[src/rtl/ethtx_preamble.sv]
// Ethernet TX preamble/SFD inserter with inter-packet-gap enforcement for
// MII (DW=4) or GMII (DW=8) datapaths; upstream is stalled during preamble and gap.
module ethtx_preamble #(
  parameter int DW              = 4,
  parameter int PREAMBLE_OCTETS = 7,
  parameter int IPG_OCTETS      = 12
) (
  input  logic          i_clk,
  input  logic          i_areset_n,
  input  logic          i_ce,
  input  logic          i_en,
  input  logic          i_cancel,
  input  logic          i_v,
  input  logic [DW-1:0] i_d,
  output logic          o_ready,
  output logic          o_v,
  output logic [DW-1:0] o_d,
  output logic          o_busy
);

  localparam int BPO  = 8 / DW;
  localparam int NPRE = (PREAMBLE_OCTETS + 1) * BPO;
  localparam int NGAP = IPG_OCTETS * BPO;
  localparam int NMAX = (NPRE > NGAP) ? NPRE : NGAP;
  localparam int CW   = $clog2(NMAX + 1);

  generate
    if (DW != 4 && DW != 8) begin : g_bad_dw
      $error("ethtx_preamble: DW must be 4 or 8");
    end
    if (IPG_OCTETS < 1) begin : g_bad_ipg
      $error("ethtx_preamble: IPG_OCTETS must be at least 1");
    end
  endgenerate

  localparam logic [7:0]    PRE_OCT  = 8'h55;
  localparam logic [7:0]    SFD_OCT  = 8'hD5;
  // MII sends the low nibble first, so the final SFD nibble is the high one.
  localparam logic [DW-1:0] PRE_BEAT = PRE_OCT[DW-1:0];
  localparam logic [DW-1:0] SFD_BEAT = SFD_OCT[7 -: DW];
  localparam logic [CW-1:0] PRE_LAST = CW'(NPRE - 1);
  localparam logic [CW-1:0] GAP_LAST = CW'(NGAP - 1);

  typedef enum logic [1:0] {S_IDLE, S_PRE, S_DATA, S_GAP} state_e;

  state_e          state_q, state_d;
  logic [CW-1:0]   cnt_q, cnt_d;
  logic            v_q, v_d;
  logic [DW-1:0]   d_q, d_d;

  always_comb begin
    state_d = state_q;
    cnt_d   = cnt_q;
    v_d     = v_q;
    d_d     = d_q;
    case (state_q)
      S_IDLE: begin
        v_d = 1'b0;
        d_d = '0;
        if (i_v) begin
          if (i_en) begin
            v_d     = 1'b1;
            d_d     = (NPRE == 1) ? SFD_BEAT : PRE_BEAT;
            cnt_d   = CW'(1);
            state_d = (NPRE == 1) ? S_DATA : S_PRE;
          end else begin
            state_d = S_DATA;
          end
        end
      end
      S_PRE: begin
        if (i_cancel) begin
          v_d     = 1'b0;
          cnt_d   = '0;
          state_d = S_GAP;
        end else begin
          v_d   = 1'b1;
          d_d   = (cnt_q == PRE_LAST) ? SFD_BEAT : PRE_BEAT;
          cnt_d = cnt_q + CW'(1);
          if (cnt_q == PRE_LAST) state_d = S_DATA;
        end
      end
      S_DATA: begin
        if (i_cancel || !i_v) begin
          v_d     = 1'b0;
          cnt_d   = '0;
          state_d = S_GAP;
        end else begin
          v_d = 1'b1;
          d_d = i_d;
        end
      end
      S_GAP: begin
        // Cancel is deliberately ignored here: the gap never restarts.
        v_d   = 1'b0;
        cnt_d = cnt_q + CW'(1);
        if (cnt_q == GAP_LAST) state_d = S_IDLE;
      end
      default: state_d = S_IDLE;
    endcase
  end

  always_ff @(posedge i_clk or negedge i_areset_n) begin
    if (!i_areset_n) begin
      state_q <= S_IDLE;
      cnt_q   <= '0;
      v_q     <= 1'b0;
      d_q     <= '0;
    end else if (i_ce) begin
      state_q <= state_d;
      cnt_q   <= cnt_d;
      v_q     <= v_d;
      d_q     <= d_d;
    end
  end

  assign o_ready = (state_q == S_DATA);
  assign o_busy  = (state_q != S_IDLE);
  assign o_v     = v_q;
  assign o_d     = d_q;

endmodule

[config.mk]
export PLATFORM = sky130hd
export DESIGN_NAME = ethtx_preamble
export DESIGN_NICKNAME = d
export VERILOG_FILES = /design/src/rtl/ethtx_preamble.sv
export SDC_FILE = /design/constraint.sdc
export NUM_CORES = 1
export LEC_CHECK = 0
export CORE_AREA = 5 5 48 50
export DETAILED_ROUTE_END_ITERATION = 7
export DIE_AREA = 0 0 53 55
export PLACE_DENSITY = 0.7
export SYNTH_ARGS = -nofsm -noshare
export SYNTH_HDL_FRONTEND = slang
export SYNTH_SLANG_ARGS = --single-unit
export TNS_END_PERCENT = 30
[constraint.sdc]
create_clock -name i_clk -period 1.8 [get_ports i_clk]
set_input_delay 0.36 -clock i_clk [delete_from_list [all_inputs] [get_ports i_clk]]
set_output_delay 0.36 -clock i_clk [all_outputs]
set_load 0.05 [all_outputs]
==> qor.yml <==
status: "complete, no violations"
place.gp.congestion: 0.846
worstReg2RegEnd: "state_q[0]$_DFFE_PN0P_"
grt_max_degree: 13
whs_ns: 0.427
yosys_register_bits: 12
die_y_um: 55
netlist-cell-type-count: 28
drive_above_1_share: 0.243
clock_latency_ns: 0.28
fill_cells: 172
powerDensity_mw_per_mm2: 1700
syn-cell-area_um2: 738
critPathMaxFanout: 3
vias: 669
clk_pin_slew_ns: 0.08
clock-sinks: 12
clock.fmax_ghz: 0.572
nNetsFinal: 129
top_layer_used: "met4"
antenna_found_initial: 0
netlist_instances: 82
grt_pass1_wl_um: 2810
root_buffer: "clkbuf_4"
hold_viol: 0
ant_nets: 0
path_class: "reg2reg"
detail_route.vias_per_cell: 4.85
cpMostUsedCell: "ha_1"
wl_met3_um: 109
ff2ff_path_depth: 6
wl_met2_um: 764
crit_buf_inv: 0
cp_data_arrival_time_ns: 1.93
hp-class: "in2async"
worstPathRequired_ns: 1.98
timing.rr.start: "cnt_q[1]$_DFFE_PN0P_"
critPathSlowestCell: "dfrtp_1"
htreeDepth: 1
clock_path_buffers: 2
finalSetupTns_ns: 0
synthToLayoutAreaGrowth_pct: 42.9
rsz0062_at_grt: "yes"
tightest_slew_ns: 0.558
port_buffers: 16
startpoint_type: "flop"
crit_family: "flip-flops"
relSlewSlack: 0.627
postCtsSetupBuffers: 0
synth_top_area_cell: "dfrtp_1"
syn-num-nets: 99
yosys_warnings: 0
boundaryPins: 17
cpPeakStageDelay_ns: 0.40
finalCritPeriodShare: 0.972
grt_overflow: 0
placementRows: 16
min_period_ns: 1.75
drv_slew: 0
grt.total_usage: 0.137
synth_area_leaders: "dfrtp_1 41%, ha_1 12%, o21ai_0 6.1%, nand2_1 6.1%, a21oi_1 4.1%"
finalSetupViolations: 0
cp-end-kind: "flop"
antenna_cells: 0
die_area_mm2: 0.00292
synth_area_per_cell_um2: 9.00
drt-total-wl_um: 1640
start_util: 0.397
grt_pass1_vias: 667
cts_tree: "built"
drv_cap: 0
r2r_slack_ns: 0.05
cts_buffers: 3
power_leakage_nw: 0.482
drt-initial-drc-count: 10
skew_ns: 0.00159
dp_hpwl_um: 1320
first_pass_iters: 4
yosysSeqAreaShare: 0.407
core_mm2: 0.00186
die_w_um: 53
vdd_ir_drop_max_uv: 985
post_drt_wl_per_cell_um: 11.9
wl_met1_um: 738
drc: 0
crit_chain: "ha_1 -> and3_1 -> ha_1 -> o221ai_1 -> a221o_1 -> mux2_4"
cts_hold_buf: 0
yosysTopAreaCellShare: 0.407
[timing repair]
| item | in CTS | in global routing |
|---|---|---|
| gates resized for setup | 0 | 2 |
| setup endpoints to repair | 0 | 6 |
| hold endpoints to repair | 0 | 0 |
[flip-flops by register name, summed over array words and instances (netlist names)]
register and cells:
state_q 2, o_v 1, o_d 4, cnt_q 5
[cells in the final DEF (no fill, tap or decap)]
cell,Yosys,final
a22o_1,1,1
a31oi_1,3,3
mux2i_1,1,1
o2bb2ai_1,1,1
nand2b_1,3,3
nor2b_1,1,1
clkdlybuf4s50_1,0,9
o211ai_1,1,1
a21o_1,1,1
a221o_1,2,2
ha_1,7,5
o21ai_0,9,9
nor3_1,1,1
nand4_1,1,1
dfrtp_1,12,12
nand2_1,12,12
o22ai_1,1,1
nand3_1,2,2
a21oi_1,6,6
o21bai_1,1,1
mux2_4,1,1
inv_2,0,1
nand2b_2,1,1
nor2_1,2,2
inv_1,7,6
clkbuf_4,0,3
o31ai_1,1,1
buf_12,0,2
buf_4,0,16
clkbuf_8,0,1
o221ai_1,1,1
ha_2,0,2
and3_1,1,1
[synthesized netlist by cell type, drive strengths merged]
cell type  instances
buf                1
o21bai             1
a21o               1
inv                7
mux2               1
o31ai              1
a21oi              6
a31oi              3
nor3               1
nor2               2
o221ai             1
nand4              1
o21ai              9
nand2             12
and3               1
nand2b             4
clkbuf             1
dfrtp             12
nor2b              1
o2bb2ai            1
o22ai              1
o211ai             1
ha                 7
mux2i              1
a221o              2
a22o               1
nand3              2
[power by group]
part	internal [mW]	leakage (nW)	switching (mW)	total, mW
Sequential	0.361	0.157	0.0640	0.425
Combinational	0.477	0.304	0.663	1.14
Clock	0.123	0.0210	0.105	0.229
[how the worst max path moves through the flow]
stage                                 from                endpoint  slack (ns)  depth (start not counted)
floorplan           state_q[0]$_DFFE_PN0P_  state_q[0]$_DFFE_PN0P_       -0.09                          6
global placement                       i_v    cnt_q[0]$_DFFE_PN0P_       -0.02                          6
detailed placement                i_cancel  state_q[0]$_DFFE_PN0P_       -0.05                          5
CTS                   cnt_q[0]$_DFFE_PN0P_  state_q[0]$_DFFE_PN0P_        0.04                          6
global route          cnt_q[0]$_DFFE_PN0P_  state_q[0]$_DFFE_PN0P_       -0.01                          6
finish                cnt_q[1]$_DFFE_PN0P_  state_q[0]$_DFFE_PN0P_        0.05                          6
[metrics by stage]
stage                     instance area (um2)  total power [mW]  instances  setup WS [ns]   util
after floorplan                           741              1.16         82        -0.0950      -
after global placement                   1020              1.55        134        -0.0202  0.546
after detailed placement                 1020              1.57        134        -0.0537  0.546
after CTS                                1050              1.80        138         0.0388  0.565
after global routing                     1050              1.92        138        -0.0120  0.567
final                                    1050              1.79        138         0.0508  0.567
[cell type report]
| type | count | area (um2) | area share |
|---|---|---|---|
| clock buffer | 4 | 36.3 | 0.0344 |
| inverter | 7 | 26.3 | 0.0249 |
| multi-input combinational | 61 | 408 | 0.387 |
| sequential | 12 | 300 | 0.285 |
| tap | 27 | 33.8 | 0.0320 |
| timing repair buffer | 27 | 250 | 0.237 |
[cell families after synthesis]
logic type,after synthesis,share of synthesized area
compound gates,28,0.239
simple gates,24,0.154
flops,12,0.407
buf+inv,9,0.0475
fa+ha+maj,7,0.119
mux,2,0.0339
[metal layers]
layer  GRT usage  vias to the layer above
met5           0                        -
met4      0.0894                        0
met3      0.0295                        2
met2       0.233                       17
met1       0.154                      299
li1            -                      351
No activity file was read; power rests on OpenSTA's default activity.
